--- src/rtl/text_console_pkg.sv ---
// Shared constants and types for the UART text console: ASCII controls,
// default grid size, FSM states and cursor-step operations.
package text_console_pkg;
   localparam logic [7:0] CR    = 8'h0D;
   localparam logic [7:0] LF    = 8'h0A;
   localparam logic [7:0] BS    = 8'h08;
   localparam logic [7:0] DEL   = 8'h7F;
   localparam logic [7:0] FF    = 8'h0C;
   localparam logic [7:0] SPACE = 8'h20;

   localparam int DEF_COLS = 32;
   localparam int DEF_ROWS = 4;

   typedef enum logic {CLEAR, IDLE} state_t;

   typedef enum logic [1:0] {OP_NONE, OP_ADV, OP_NL, OP_BS} op_t;
endpackage

--- src/rtl/uart_text_writer_cursor_step.sv ---
// Combinational next-cursor for advance, newline and backspace on a
// COLS x ROWS grid; all arithmetic wraps at the field width.
module cursor_step
   import text_console_pkg::*;
#(
   parameter int COLS = DEF_COLS,
   parameter int ROWS = DEF_ROWS,
   localparam int CW = $clog2(COLS),
   localparam int RW = $clog2(ROWS)
) (
   input  logic [RW-1:0] row,
   input  logic [CW-1:0] col,
   input  op_t           op,
   output logic [RW-1:0] next_row,
   output logic [CW-1:0] next_col,
   output logic          moved
);

   always_comb begin
      next_row = row;
      next_col = col;
      moved    = 1'b1;
      case (op)
         OP_ADV: begin
            next_col = col + CW'(1);
            if (col == CW'(COLS - 1)) next_row = row + RW'(1);
         end
         OP_NL: begin
            next_col = '0;
            next_row = row + RW'(1);
         end
         OP_BS: begin
            if (col != '0) begin
               next_col = col - CW'(1);
            end else if (row != '0) begin
               next_row = row - RW'(1);
               next_col = CW'(COLS - 1);
            end else begin
               // Backspace at the origin is a no-op.
               moved = 1'b0;
            end
         end
         default: moved = 1'b0;
      endcase
   end

endmodule

--- src/rtl/uart_text_writer.sv ---
// Turns received UART bytes into character-RAM writes: cursor console with
// wrap, CR/LF newline, backspace, form-feed clear and a power-on blank sweep.
module uart_text_writer
   import text_console_pkg::*;
#(
   parameter int         COLS  = DEF_COLS,
   parameter int         ROWS  = DEF_ROWS,
   parameter logic [7:0] BLANK = SPACE,
   localparam int CW = $clog2(COLS),
   localparam int RW = $clog2(ROWS)
) (
   input  logic          clk,
   input  logic          reset,
   input  logic [7:0]    rx_data,
   input  logic          rx_valid,
   output logic          rx_ready,
   input  logic          clear_req,
   output logic          wr_en,
   output logic [RW-1:0] wr_row,
   output logic [CW-1:0] wr_col,
   output logic [7:0]    wr_data,
   output logic [RW-1:0] cur_row,
   output logic [CW-1:0] cur_col,
   output logic          busy
);

   localparam int SW = CW + RW + 1;

   state_t        state, state_d;
   logic [SW-1:0] cnt;
   logic          last_cr;
   logic          sweep_last;
   logic          take;

   op_t           op;
   logic          is_print, set_cr, is_ff;
   logic [7:0]    byte_data;
   logic [RW-1:0] step_row;
   logic [CW-1:0] step_col;
   logic          step_moved;

   assign sweep_last = (cnt == SW'(COLS * ROWS - 1));
   // A byte coinciding with clear_req is discarded.
   assign take       = rx_valid && rx_ready && !clear_req;

   cursor_step #(.COLS(COLS), .ROWS(ROWS)) u_step (
      .row      (cur_row),
      .col      (cur_col),
      .op       (op),
      .next_row (step_row),
      .next_col (step_col),
      .moved    (step_moved)
   );

   always_ff @(posedge clk or posedge reset) begin
      if (reset) state <= CLEAR;
      else       state <= state_d;
   end

   always_comb begin
      state_d = state;
      if (clear_req)                      state_d = CLEAR;
      else if (state == CLEAR && sweep_last) state_d = IDLE;
      else if (state == IDLE && is_ff)    state_d = CLEAR;
   end

   always_comb begin
      rx_ready = (state == IDLE);
      busy     = (state == CLEAR);
   end

   always_comb begin
      op        = OP_NONE;
      is_print  = 1'b0;
      set_cr    = 1'b0;
      is_ff     = 1'b0;
      byte_data = rx_data;
      if (take) begin
         if (rx_data >= 8'h20 && rx_data <= 8'h7E) begin
            op       = OP_ADV;
            is_print = 1'b1;
         end else begin
            case (rx_data)
               CR: begin
                  op     = OP_NL;
                  set_cr = 1'b1;
               end
               LF:      if (!last_cr) op = OP_NL;
               BS, DEL: begin
                  op        = OP_BS;
                  byte_data = BLANK;
               end
               FF:      is_ff = 1'b1;
               default: ;
            endcase
         end
      end
   end

   always_ff @(posedge clk or posedge reset) begin
      if (reset) begin
         cnt     <= '0;
         cur_row <= '0;
         cur_col <= '0;
         last_cr <= 1'b0;
         wr_en   <= 1'b0;
         wr_row  <= '0;
         wr_col  <= '0;
         wr_data <= '0;
      end else begin
         wr_en <= 1'b0;
         if (clear_req) begin
            cnt <= '0;
         end else if (state == CLEAR) begin
            wr_en   <= 1'b1;
            wr_row  <= cnt[CW +: RW];
            wr_col  <= cnt[CW-1:0];
            wr_data <= BLANK;
            cnt     <= cnt + SW'(1);
            if (sweep_last) begin
               cur_row <= '0;
               cur_col <= '0;
               last_cr <= 1'b0;
            end
         end else if (take) begin
            last_cr <= set_cr;
            cur_row <= step_row;
            cur_col <= step_col;
            if (is_ff) cnt <= '0;
            // Printables land at the old cursor, backspace blanks the new one.
            if (is_print) begin
               wr_en   <= 1'b1;
               wr_row  <= cur_row;
               wr_col  <= cur_col;
               wr_data <= byte_data;
            end else if (op == OP_BS && step_moved) begin
               wr_en   <= 1'b1;
               wr_row  <= step_row;
               wr_col  <= step_col;
               wr_data <= byte_data;
            end
         end
      end
   end

endmodule

--- config.mk ---
export PLATFORM = sky130hd
export DESIGN_NAME = uart_text_writer
export DESIGN_NICKNAME = d
export VERILOG_FILES = /design/src/rtl/text_console_pkg.sv /design/src/rtl/uart_text_writer_cursor_step.sv /design/src/rtl/uart_text_writer.sv
export SDC_FILE = /design/constraint.sdc
export NUM_CORES = 1
export LEC_CHECK = 0
export BUFFER_PORTS_ARGS = -buffer_cell sky130_fd_sc_hd__buf_2
export CORE_MARGIN = 4
export CORE_UTILIZATION = 51
export DETAILED_ROUTE_END_ITERATION = 10
export GPL_ROUTABILITY_DRIVEN = 0
export GPL_TIMING_DRIVEN = 1
export PLACE_DENSITY = 0.76
export SYNTH_ARGS = -nofsm -noshare
export SYNTH_HDL_FRONTEND = slang
export SYNTH_SLANG_ARGS = --single-unit
--- constraint.sdc ---
create_clock -name clk -period 2.29 [get_ports clk]
set_clock_uncertainty 0.1 [all_clocks]
set_input_delay 0.458 -clock clk [delete_from_list [all_inputs] [get_ports clk]]
set_output_delay 0.458 -clock clk [all_outputs]
set_load 0.05 [all_outputs]
==> metrics.log, run 1 <==
[metrics] run status: finished, violations left
[metrics] violations in the final reports: negative setup slack
[metrics] Sw Pwr: 363 uW
[metrics] via density per instance: 5.95
[metrics] TritonCTS Sinks: 33
[metrics] flip-flop and latch count after synthesis: 33
[metrics] Final Max Slew Viols: 0
[metrics] CP Launch Type: input port
[metrics] clk_lat worst skew: 0.29 ns
[metrics] die boundary height: 73.6 um
[metrics] first-pass GRT wire length: 10900 um
[metrics] die extent in x: 73.6 um
[metrics] internal power component: 1120 uW
[metrics] final non-filler cell total: 386
[metrics] 1st-pass router iterations: 4
[metrics] Synthesized Nets: 259
[metrics] Static Leak: 0.00157 uW
[metrics] CTS clock-pin slew for the worst setup and hold paths: 0.07 ns
[metrics] Setup Crit Path Kind: in -> reg
[metrics] fraction of power consumed by the clock network: 44.6%
[metrics] top library cells by usage in the layout, fill and taps aside: 59 x sky130_fd_sc_hd__buf_4, 31 x sky130_fd_sc_hd__dfrtp_1, 31 x sky130_fd_sc_hd__buf_2, 17 x sky130_fd_sc_hd__nor2_1, 14 x sky130_fd_sc_hd__nand2_1
[metrics] Bufs on Longest Clock Path: 2
[metrics] area of the multi-input gates: 0.00147 sq mm
[metrics] unrepaired setup endpoints after global routing: true
[metrics] total power draw: 1480 uW
[metrics] ys flop type: sky130_fd_sc_hd__dfrtp_1
[metrics] number of enable-type register cells in the synthesized netlist: 0
[metrics] number of antenna violations at the first check in global routing: 0
[metrics] worst slew margin relative to its limit: 66.7%
[metrics] effective utilization at floorplan: 53.7%
[metrics] average footprint of a synthesized cell: 9.30 sq um
[metrics] Num CTS Buffers: 5
[metrics] crit path capture type: flip-flop
[metrics] standard-cell rows: 23
[metrics] sequential cell area: 828 sq um
[metrics] via count of the first global-routing pass: 2266
[metrics] Residual DRC: 0
[metrics] Worst Slack Setup Final: -0.217 ns
[metrics] post-synth cell types: 62
[metrics] top cell type's share of synthesized area: 37.6%
[metrics] mapped cell area: 0.00220 sq mm
[metrics] switching share of power: 24.5%
[metrics] overflow left after global routing: 0
[metrics] clock tree from TritonCTS: built
[metrics] CTS H-tree lvls: 2
[metrics] count of mapped cells out of synthesis: 236
[metrics] core box area: 0.00409 sq mm
[metrics] period utilisation layout: 109%
[metrics] total of fill cells in the finished design: 259
[metrics] maximum vdd drop: 343 uV
[metrics] HPWL Detailed: 4580 um
[metrics] fraction of layout instances using a drive strength above 1: 50.6%
[metrics] final hold violation count: 0
[metrics] maximum fanout along the worst path: 7
[metrics] final critical path time including I/O delays and setup: 2.51 ns
[metrics] most area-consuming cells after synthesis: sky130_fd_sc_hd__dfrtp_1 38%, sky130_fd_sc_hd__ha_1 6.3%, sky130_fd_sc_hd__a22o_1 5.2%
[metrics] diode insertion count for antenna repair: 0
[metrics] GRT Util Overall: 26.3%
[metrics] maximum achievable frequency: 399 MHz
[metrics] via total after detailed routing: 2297
[metrics] worst min-delay path class: in -> async
[metrics] I/O Pins: 37
[metrics] port bufs: 36
[metrics] proportion of power drawn by combinational gates: 13.8%
[metrics] leading cell type in the layout, fill and taps excluded: sky130_fd_sc_hd__buf_4
[metrics] most area-hungry cell type in the Yosys netlist: sky130_fd_sc_hd__dfrtp_1
[metrics] Worst Reg2Reg Path Length in Cells: 11
[metrics] area of the die: 0.00542 sq mm
[metrics] summed negative setup slack over all endpoints: -3.34 ns
[metrics] final setup violating endpoints: 20
[metrics] Max Cap Viol: 0
[metrics] CTS Hold Bufs: 0
[metrics] number of nets in the layout: 358
[metrics] data arrival at the endpoint of the critical path: 2.58 ns
[metrics] asr flop ratio synth: 100%
[metrics] DRC marker count from the first detailed-route iteration: 116
[metrics] data required time at the worst endpoint: 2.36 ns
[metrics] worst setup slack after placement: -0.599 ns
[metrics] master cell of the clock root buffer: sky130_fd_sc_hd__clkbuf_8
[metrics] proportion of power drawn by flip-flops and latches: 41.6%
[metrics] power density over cell area: 446 mW/mm^2
[metrics] Wirelength per Cell: 17.6 um
[metrics] total wirelength of the detailed-routed design: 6790 um
[metrics] P&R area growth vs syn: 51.5%
[metrics] Worst Max-Slew Pin Slew: 0.498 ns
[metrics] Post-Place Cells: 369
[metrics] proportion of synthesized chip area in sequential cells: 37.6%
[metrics] number of warnings printed during yosys synthesis: 0
[metrics] maximum number of pins on one net before global-route repair: 34
[metrics] post-detailed-route count of antenna-violating nets: 0
==> worst paths after layout <==
path / from / end / slack (ns)
setup / recovery: rx_data[4] / wr_col[1] / -0.22
hold / removal: reset / wr_data[5] / 0.15
setup reg to reg: last_cr / wr_col[1] / -0.09
hold reg to reg: cnt[7] / cnt[7] / 0.42
max in group asynchronous: reset / cur_col[0] / 1.62
min in group clk: rx_data[4] / wr_data[4] / 0.39
==> cell usage after synthesis, types with 2 or more instances <==
master,count
sky130_fd_sc_hd__a211oi_1,2
sky130_fd_sc_hd__a311oi_1,2
sky130_fd_sc_hd__nand2_1,15
sky130_fd_sc_hd__a21oi_1,15
sky130_fd_sc_hd__o2bb2ai_1,4
sky130_fd_sc_hd__buf_6,3
sky130_fd_sc_hd__inv_1,11
sky130_fd_sc_hd__nor2b_1,3
sky130_fd_sc_hd__a31oi_1,5
sky130_fd_sc_hd__a22o_1,13
sky130_fd_sc_hd__nor3_1,2
sky130_fd_sc_hd__clkbuf_1,6
sky130_fd_sc_hd__mux2_4,2
sky130_fd_sc_hd__o21ai_0,20
sky130_fd_sc_hd__and3b_1,2
sky130_fd_sc_hd__a21boi_0,2
sky130_fd_sc_hd__nand2b_1,4
sky130_fd_sc_hd__dfrtp_1,33
sky130_fd_sc_hd__nor2_1,18
sky130_fd_sc_hd__nand3_1,8
sky130_fd_sc_hd__nand4_1,2
sky130_fd_sc_hd__o31ai_1,5
sky130_fd_sc_hd__and3_1,5
sky130_fd_sc_hd__mux2_2,2
sky130_fd_sc_hd__buf_2,4
sky130_fd_sc_hd__ha_1,11
sky130_fd_sc_hd__nor3b_1,2
==> sequential cells by signal, summed over array words and instances, names as in the netlist <==
register / flops
wr_en: 1
rx_ready: 1
last_cr: 1
cnt: 8
cur_row: 2
wr_data: 8
wr_col: 5
wr_row: 2
cur_col: 5
==> worst max-delay path: stages <==
cell	delay [ns]
sky130_fd_sc_hd__buf_8	0.10
sky130_fd_sc_hd__or3_4	0.39
sky130_fd_sc_hd__nor2_4	0.12
sky130_fd_sc_hd__a22oi_2	0.10
sky130_fd_sc_hd__nand2_2	0.10
sky130_fd_sc_hd__nand3_2	0.10
sky130_fd_sc_hd__buf_6	0.14
sky130_fd_sc_hd__ha_4	0.19
sky130_fd_sc_hd__nor2b_4	0.15
sky130_fd_sc_hd__o211ai_2	0.11
sky130_fd_sc_hd__a21o_4	0.24
sky130_fd_sc_hd__inv_8	0.08
sky130_fd_sc_hd__mux2_4	0.29
==> final cells by class <==
cell class / instances / area share (%)
Multi-Input combinational cell: 177 / 44.2
Clock inverter: 3 / 1.96
Tap cell: 50 / 1.88
Clock buffer: 5 / 2.07
Timing Repair Buffer: 105 / 23.3
Sequential cell: 33 / 24.9
Inverter: 13 / 1.77
==> power groups by stage <==
stage | clock (uW) | combinational (uW) | sequential [uW]
2_1_floorplan | 0 | 68.7 | 671
3_3_place_gp | 0 | 184 | 628
3_5_place_dp | 0 | 187 | 629
4_1_cts | 671 | 194 | 617
5_1_grt | 693 | 219 | 621
6_report | 661 | 204 | 617
==> through the flow <==
step | instance area, sq um | util, % | hold slack [ns]
after floorplan | 2270 | - | 0.365
after detailed placement | 2870 | 70.2 | 0.385
after global routing | 3330 | 81.4 | 0.192
after CTS | 3190 | 78.0 | 0.155
after global placement | 2870 | 70.2 | 0.389
final | 3330 | 81.4 | 0.147
==> per-layer routing <==
layer,vias up,wire length [um],GRT usage (%)
met5,-,0,0
met4,0,75,7.44
met3,10,295,5.61
met2,63,3530,47.0
met1,1142,2890,31.3
li1,1082,-,-
==> kinds of logic after synthesis <==
kind of cell,count (synthesis),synth area share (%)
AO/OA/AOI/OAI,86,28.2
adder cells (fa/ha/maj),11,6.27
buffers and inverters,26,5.81
flip-flops,33,37.6
multiplexers,5,2.85
AND/OR/NAND/NOR,75,19.3
==> repair_timing <==
item / CTS / global route
setup buffers: 6 / 7
setup endpoints to repair: 22 / 23
gates resized for setup: 36 / 26
pin swaps: 23 / 20
Power figures use the tool's default switching activity.
==> run 2: changes to the inputs <==
--- a/config.mk
+++ b/config.mk
@@ -6,7 +6,6 @@
 export NUM_CORES = 1
 export LEC_CHECK = 0
 export BUFFER_PORTS_ARGS = -buffer_cell sky130_fd_sc_hd__buf_2
-export CORE_MARGIN = 4
 export CORE_UTILIZATION = 51
 export DETAILED_ROUTE_END_ITERATION = 10
 export GPL_ROUTABILITY_DRIVEN = 0
==> run 2 against run 1 <==
  * The flow still finishes with violations (negative setup slack)
  * Clock-buffer cell count unchanged
  * Non-clock buffer count shrank 8
  * Sequential share of layout area rose by 0.88 points
  * Total power shrank 0.49%
  * Maximum frequency shrank 0.64%
  * First-iteration DRC count up 47%
  * Register-to-register slack improved by 0.05 ns
  * Routed wire length down 2.9%
  * Sequential power about the same
  * Critical path type unchanged
  * Critical endpoint unchanged
==> metrics.log, run 2 (synthesis gave the netlist of run 1 again) <==
[metrics] finished layout cell area: 0.00321 sq mm (-3.4%)
[metrics] standard-cell rows: 23 (unchanged)
[metrics] final setup violating endpoints: 21 (+5.0%)
[metrics] post-detailed-route count of antenna-violating nets: 0 (unchanged)
[metrics] proportion of power drawn by flip-flops and latches: 41.9% (+0.3 points)
[metrics] Num CTS Buffers: 5 (unchanged)
[metrics] final critical path time including I/O delays and setup: 2.52 ns (+0.0163 ns)
[metrics] die extent in x: 67.6 um (-8.2%)
[metrics] leading cell type in the layout, fill and taps excluded: sky130_fd_sc_hd__buf_4
[metrics] P&R area growth vs syn: 46.3%
[metrics] placed inst area: 0.00281 sq mm (-2.1%)
[metrics] maximum achievable frequency: 396 MHz (-0.64%)
[metrics] highest-delay cell along the critical path: sky130_fd_sc_hd__or3_4
[metrics] unrepaired setup endpoints after global routing: true
[metrics] Final Max Slew Viols: 0 (unchanged)
[metrics] CP Launch Type: input port
[metrics] violations in the final reports: negative setup slack
[metrics] top library cells by usage in the layout, fill and taps aside: 51 x sky130_fd_sc_hd__buf_4, 34 x sky130_fd_sc_hd__buf_2, 31 x sky130_fd_sc_hd__dfrtp_1, 15 x sky130_fd_sc_hd__nand2_1, 14 x sky130_fd_sc_hd__nor2_1
[metrics] period utilisation layout: 110% (+0.71 points)
[metrics] I/O Pins: 37 (unchanged)
[metrics] CTS H-tree lvls: 2 (unchanged)
[metrics] sequential cell area: 828 sq um (unchanged)
[metrics] TritonCTS Sinks: 33 (unchanged)
[metrics] run status: finished, violations left
[metrics] overflow left after global routing: 0 (unchanged)
[metrics] worst slew margin relative to its limit: 67.0% (+0.31 points)
[metrics] switching share of power: 24.6% (+0.16 points)
[metrics] port bufs: 36 (unchanged)
[metrics] Worst R2R Start: last_cr
[metrics] clock tree from TritonCTS: built
[metrics] effective utilization at floorplan: 54.1% (+0.38 points)
[metrics] Crit Reg-Reg Endpoint: wr_col[1]
[metrics] Wirelength per Cell: 17.4 um (-0.89%)
[metrics] top flop regs: cnt (8), wr_data (8)
[metrics] power density over cell area: 459 mW/mm^2 (+3.0%)
[metrics] Setup Crit Path Kind: in -> reg
[metrics] Worst Reg2Reg Path Length in Cells: 11 (unchanged)
[metrics] GRT Util Overall: 31.0% (+4.7 points)
[metrics] core box area: 0.00406 sq mm (-0.70%)
[metrics] total power draw: 1480 uW (-0.49%)
[metrics] total wirelength of the detailed-routed design: 6590 um (-2.9%)
[metrics] maximum fanout along the worst path: 6 (-1)
[metrics] clk_lat worst skew: 0.29 ns (about the same)
[metrics] total of fill cells in the finished design: 247 (-4.6%)
[metrics] maximum number of pins on one net before global-route repair: 34 (unchanged)
[metrics] maximum single-stage delay on the critical path: 0.39 ns (about the same)
[metrics] HPWL Detailed: 4500 um (-1.7%)
[metrics] Max Cap Viol: 0 (unchanged)
[metrics] number of nets in the layout: 350 (-2.2%)
[metrics] total buffers and inverters traversed by the critical path: 2 (-1)
[metrics] Residual DRC: 0 (unchanged)
[metrics] fraction of the core area covered by cells at the end of the flow: 79.2% (-2.2 points)
[metrics] die boundary height: 67.6 um (-8.2%)
[metrics] area of the die: 0.00457 sq mm (-16%)
[metrics] most numerous cell on the critical path: sky130_fd_sc_hd__nand3_2
[metrics] final hold violation count: 0 (unchanged)
[metrics] area of the multi-input gates: 0.00143 sq mm (-2.4%)
[metrics] worst setup slack after placement: -0.609 ns (-0.00986 ns)
[metrics] worst min-delay path class: in -> async
[metrics] diode insertion count for antenna repair: 0 (unchanged)
[metrics] fraction of power consumed by the clock network: 44.8% (+0.2 points)
[metrics] Sw Pwr: 364 uW (+0.16%)
[metrics] via total after detailed routing: 2284 (-0.57%)
[metrics] crit path capture type: flip-flop
[metrics] critical-path cell list: buf_8, or3_4, nor2_4, a22oi_2, nand2_1, nand3_2, ha_2, buf_4, a211oi_4, a21oi_2, nand3_2, o221ai_2, mux2_4
[metrics] reg-to-reg slack, setup: -0.04 ns (+0.05 ns)
[metrics] via density per instance: 6.04 (+1.5%)
[metrics] data arrival at the endpoint of the critical path: 2.60 ns (+0.02 ns)
[metrics] first-pass GRT wire length: 10400 um (-4.1%)
[metrics] number of antenna violations at the first check in global routing: 0 (unchanged)
[metrics] Worst Slack Setup Final: -0.233 ns (-0.0163 ns)
[metrics] DRC marker count from the first detailed-route iteration: 170 (+47%)
[metrics] internal power component: 1110 uW (-0.70%)
[metrics] CTS clock-pin slew for the worst setup and hold paths: 0.07 ns (about the same)
[metrics] 1st-pass router iterations: 4 (unchanged)
[metrics] Static Leak: 0.00152 uW (-3.4%)
[metrics] via count of the first global-routing pass: 2222 (-1.9%)
[metrics] data required time at the worst endpoint: 2.37 ns (about the same)
[metrics] kind of cell adding the most delay to the critical path: simple AND/OR/NAND/NOR gates
[metrics] maximum vdd drop: 379 uV (+10%)
[metrics] master cell of the clock root buffer: sky130_fd_sc_hd__clkbuf_8
[metrics] Bufs on Longest Clock Path: 2 (unchanged)
[metrics] proportion of power drawn by combinational gates: 13.2% (-0.6 points)
[metrics] Worst Max-Slew Pin Slew: 0.494 ns (-0.00459 ns)
[metrics] fraction of layout instances using a drive strength above 1: 48.2% (-2.4 points)
run 2: cell count changes in the layout (fill, tap and decap cells not counted), moves of 2 or more:
cell and change:
sky130_fd_sc_hd__a211oi_2 -2, sky130_fd_sc_hd__buf_2 +3, sky130_fd_sc_hd__buf_4 -8, sky130_fd_sc_hd__buf_6 -3, sky130_fd_sc_hd__nor2_1 -3, sky130_fd_sc_hd__nor2_2 +2
run 2: tightest hold or removal path: stages:
cell                    delay, ns
sky130_fd_sc_hd__buf_2       0.09
sky130_fd_sc_hd__inv_1       0.04
sky130_fd_sc_hd__buf_4       0.36
run 2: worst max-delay path by stage:
stage,start,to,cells past startpoint
after floorplan,rx_data[6],wr_col[0],12
after global placement,rx_data[6],wr_col[0],12
after detailed placement,rx_data[6],wr_col[0],12
after CTS,rx_data[4],wr_col[1],15
after global routing,rx_data[6],wr_col[1],13
final,rx_data[6],wr_col[1],13
run 2: power by group through the flow:
stage                     Clock [uW]  Combinational (uW)  Sequential, uW
after floorplan                    0                68.7             671
after global placement             0                 178             628
after detailed placement           0                 183             629
after CTS                        660                 193             618
after global routing             692                 212             621
final                            661                 195             619
run 2: layout make-up:
type	instances	area share (%)
multi-input cells	177	44.6
flip-flops and latches	33	25.8
repair buffers	97	21.7
clock buffers	5	2.14
clock inverters	3	2.02
well taps	50	1.95
inverters	13	1.83
run 2: metrics by stage:
step / hold slack [ns] / cells / TNS, ns
2_1_floorplan: 0.365 / 236 / -4.69
3_3_place_gp: 0.386 / 361 / -10.63
3_5_place_dp: 0.385 / 361 / -11.58
4_1_cts: 0.160 / 377 / -2.84
5_1_grt: 0.201 / 378 / -5.45
6_report: 0.141 / 378 / -3.34
run 2: metal layers:
metal | global-route usage (%) | part of all wire [%]
met1 | 35.6 | 41
met2 | 52.1 | 50
met4 | 18.6 | 3.9
met5 | 0 | 0
met3 | 6.76 | 5.0
run 2: repair_timing:
| item | in CTS | in global routing |
|---|---|---|
| buffers inserted | 9 | 2 |
| setup endpoints to repair | 23 | 23 |
| pin swaps | 21 | 22 |
| hold buffers | 0 | 0 |
| resized for setup | 34 | 20 |
==> run 3: changes to the inputs <==
--- a/config.mk
+++ b/config.mk
@@ -11,6 +11,7 @@
 export GPL_ROUTABILITY_DRIVEN = 0
 export GPL_TIMING_DRIVEN = 1
 export PLACE_DENSITY = 0.76
+export REMOVE_ABC_BUFFERS = 1
 export SYNTH_ARGS = -nofsm -noshare
 export SYNTH_HDL_FRONTEND = slang
 export SYNTH_SLANG_ARGS = --single-unit
==> constraint.sdc (replaced) <==
create_clock -name clk -period 2.29 [get_ports clk]
set_clock_uncertainty 0.1 [all_clocks]
set_input_delay 0.229 -clock clk [delete_from_list [all_inputs] [get_ports clk]]
set_output_delay 0.229 -clock clk [all_outputs]
set_load 0.05 [all_outputs]
==> run 3 against run 2 <==
  * The flow still finishes with violations (negative setup slack)
  * Routed wire length up 21%
  * Via count up 6.1%
  * Sequential share of layout area down 0.63 points
  * Combinational power up 12%
  * Critical endpoint is now wr_row[0]
==> metrics.log, run 3 (synthesis gave the netlist of run 1 again) <==
[metrics] placed inst area: 0.00275 sq mm (-2.0%)
[metrics] unrepaired setup endpoints after global routing: true
[metrics] data required time at the worst endpoint: 2.40 ns (+0.03 ns)
[metrics] P&R area growth vs syn: 49.5%
[metrics] violations in the final reports: negative setup slack
[metrics] Setup Crit Path Kind: in -> reg
[metrics] maximum fanout along the worst path: 6 (unchanged)
[metrics] Worst Max-Slew Pin Slew: 0.494 ns (-0.000151 ns)
[metrics] Residual DRC: 0 (unchanged)
[metrics] die boundary height: 67.6 um (unchanged)
[metrics] CP Launch Type: input port
[metrics] HPWL Detailed: 4650 um (+3.5%)
[metrics] crit path capture type: flip-flop
[metrics] leading cell type in the layout, fill and taps excluded: sky130_fd_sc_hd__buf_4
[metrics] Sw Pwr: 374 uW (+3.0%)
[metrics] Num CTS Buffers: 5 (unchanged)
[metrics] port bufs: 36 (unchanged)
[metrics] Worst Slack Setup Final: -0.116 ns (+0.118 ns)
[metrics] via density per instance: 6.36 (+5.3%)
[metrics] standard-cell rows: 23 (unchanged)
[metrics] Static Leak: 0.00157 uW (+3.4%)
[metrics] DRC marker count from the first detailed-route iteration: 340 (+100%)
[metrics] critical-path cell list: buf_2, or3_4, nor2_4, a22oi_2, a21oi_2, buf_4, ha_4, nor2b_4, o211ai_2, a21o_4, inv_8, buf_8, nor2_1, a31oi_1
[metrics] maximum single-stage delay on the critical path: 0.40 ns (about the same)
[metrics] proportion of power drawn by combinational gates: 15.4% (+2.2 points)
[metrics] post-detailed-route count of antenna-violating nets: 0 (unchanged)
[metrics] clk_lat worst skew: 0.29 ns (about the same)
[metrics] final non-filler cell total: 381 (+0.79%)
[metrics] overflow left after global routing: 0 (unchanged)
[metrics] maximum vdd drop: 468 uV (+23%)
[metrics] top library cells by usage in the layout, fill and taps aside: 54 x sky130_fd_sc_hd__buf_4, 35 x sky130_fd_sc_hd__buf_2, 33 x sky130_fd_sc_hd__dfrtp_1
[metrics] run status: finished, violations left
[metrics] first-pass GRT wire length: 10900 um (+4.6%)
[metrics] total wirelength of the detailed-routed design: 7960 um (+21%)
[metrics] TritonCTS Sinks: 33 (unchanged)
[metrics] number of nets in the layout: 353 (+0.86%)
[metrics] internal power component: 1040 uW (-6.1%)
[metrics] CTS H-tree lvls: 2 (unchanged)
[metrics] final critical path time including I/O delays and setup: 2.41 ns (-0.118 ns)
[metrics] data arrival at the endpoint of the critical path: 2.51 ns (-0.09 ns)
[metrics] worst min-delay path class: in -> reg
[metrics] number of antenna violations at the first check in global routing: 0 (unchanged)
[metrics] Post-Place Cells: 361 (unchanged)
[metrics] switching share of power: 26.4% (+1.8 points)
[metrics] clock tree from TritonCTS: built
[metrics] CTS clock-pin slew for the worst setup and hold paths: 0.07 ns (about the same)
[metrics] Max Cap Viol: 0 (unchanged)
[metrics] 1st-pass router iterations: 5 (+1)
[metrics] via total after detailed routing: 2424 (+6.1%)
[metrics] power density over cell area: 432 mW/mm^2 (-6.0%)
[metrics] period utilisation layout: 105% (-5.1 points)
[metrics] diode insertion count for antenna repair: 0 (unchanged)
[metrics] I/O Pins: 37 (unchanged)
[metrics] fraction of power consumed by the clock network: 40.7% (-4.1 points)
[metrics] finished layout cell area: 0.00328 sq mm (+2.2%)
[metrics] die extent in x: 67.6 um (unchanged)
[metrics] final hold violation count: 0 (unchanged)
[metrics] master cell of the clock root buffer: sky130_fd_sc_hd__clkbuf_8
[metrics] GRT Util Overall: 32.9% (+1.9 points)
[metrics] maximum achievable frequency: 416 MHz (+4.9%)
[metrics] final setup violating endpoints: 19 (-9.5%)
[metrics] highest-delay cell along the critical path: sky130_fd_sc_hd__or3_4
[metrics] Wirelength per Cell: 20.9 um (+20%)
[metrics] fraction of layout instances using a drive strength above 1: 48.3% (+0.17 points)
[metrics] worst slew margin relative to its limit: 67.0% (about the same)
[metrics] reg-to-reg slack, setup: -0.06 ns (-0.02 ns)
[metrics] maximum number of pins on one net before global-route repair: 34 (unchanged)
[metrics] effective utilization at floorplan: 54.1% (unchanged)
[metrics] Final Max Slew Viols: 0 (unchanged)
[metrics] via count of the first global-routing pass: 2258 (+1.6%)
[metrics] proportion of power drawn by flip-flops and latches: 43.9% (+2.0 points)
[metrics] area of the die: 0.00457 sq mm (unchanged)
[metrics] Bufs on Longest Clock Path: 2 (unchanged)
[metrics] core box area: 0.00406 sq mm (unchanged)
[metrics] top flop regs: cnt (8), wr_data (8)
==> run 3: changes by cell type in the layout (fill, tap and decap cells not counted), sizes merged <==
cell,delta
clkinv,-1
dlygate4sd3,+1
bufinv,-1
clkbuf,+3
buf,+1
==> run 3: worst max-delay path: cells and delay by family <==
| family | cells | cell delay, ns |
|---|---|---|
| AND/OR/NAND/NOR | 4 | 0.73 |
| adder cells (fa/ha/maj) | 1 | 0.15 |
| buffers and inverters | 4 | 0.54 |
| AO/OA/AOI/OAI | 5 | 0.87 |
==> run 3: final timing paths <==
path,start,to,cells after the start
worst min register to register,wr_data[7],wr_data[7],1
worst min-delay path,clear_req,rx_ready,3
max in group asynchronous,reset,cur_row[0],4
worst max-delay path,rx_data[4],wr_row[0],14
min in group asynchronous,reset,wr_data[1],4
worst max register to register,last_cr,wr_col[1],11
==> run 3: layer usage <==
metal | part of all wire [%] | vias to the layer above | routed length, um | track usage [%]
met5 | 0 | - | 0 | 0
li1 | - | 1070 | - | -
met2 | 47 | 143 | 3780 | 51.4
met1 | 39 | 1156 | 3100 | 41.0
met4 | 5.6 | 0 | 448 | 18.9
met3 | 7.9 | 55 | 630 | 7.94
==> run 3: what timing repair did <==
action / 4_1_cts / 5_1_grt
cloned: 0 / 1
pin swaps: 14 / 30
resized for setup: 23 / 49
hold buffers: 1 / 0
endpoints found under the setup margin: 19 / 20
buffers inserted: 3 / 8
endpoints found under the hold margin: 33 / 0
==> run 3: power by group through the flow <==
stage	registers, uW	clock network (uW)	logic [uW]
2_1_floorplan	673	0	60.4
3_3_place_gp	630	0	184
4_1_cts	620	580	195
6_report	623	576	218
3_5_place_dp	630	0	188
5_1_grt	624	595	232
==> run 3: cell type report <==
class | instances | area (sq um)
Multi-Input combinational cell | 177 | 1500
Sequential cell | 33 | 826
Fill cell | 223 | 774
Timing Repair Buffer | 100 | 724
Clock buffer | 7 | 86.3
Tap cell | 50 | 62.6
Inverter | 13 | 56.3
Clock inverter | 1 | 30.0
==> run 3: per-stage QoR <==
stage          power [uW]  setup TNS [ns]  hold WS, ns  setup WS, ns  util (%)
6_report             1420           -1.15        0.182        -0.116      80.9
5_1_grt              1450           -2.20        0.209        -0.228      80.9
2_1_floorplan         734          -10.88        0.192        -0.720         -
3_3_place_gp          814           -6.48        0.237        -0.380      67.8
4_1_cts              1390        -0.00132        0.178      -0.00132      73.7
3_5_place_dp          819           -9.49        0.248        -0.501      67.8
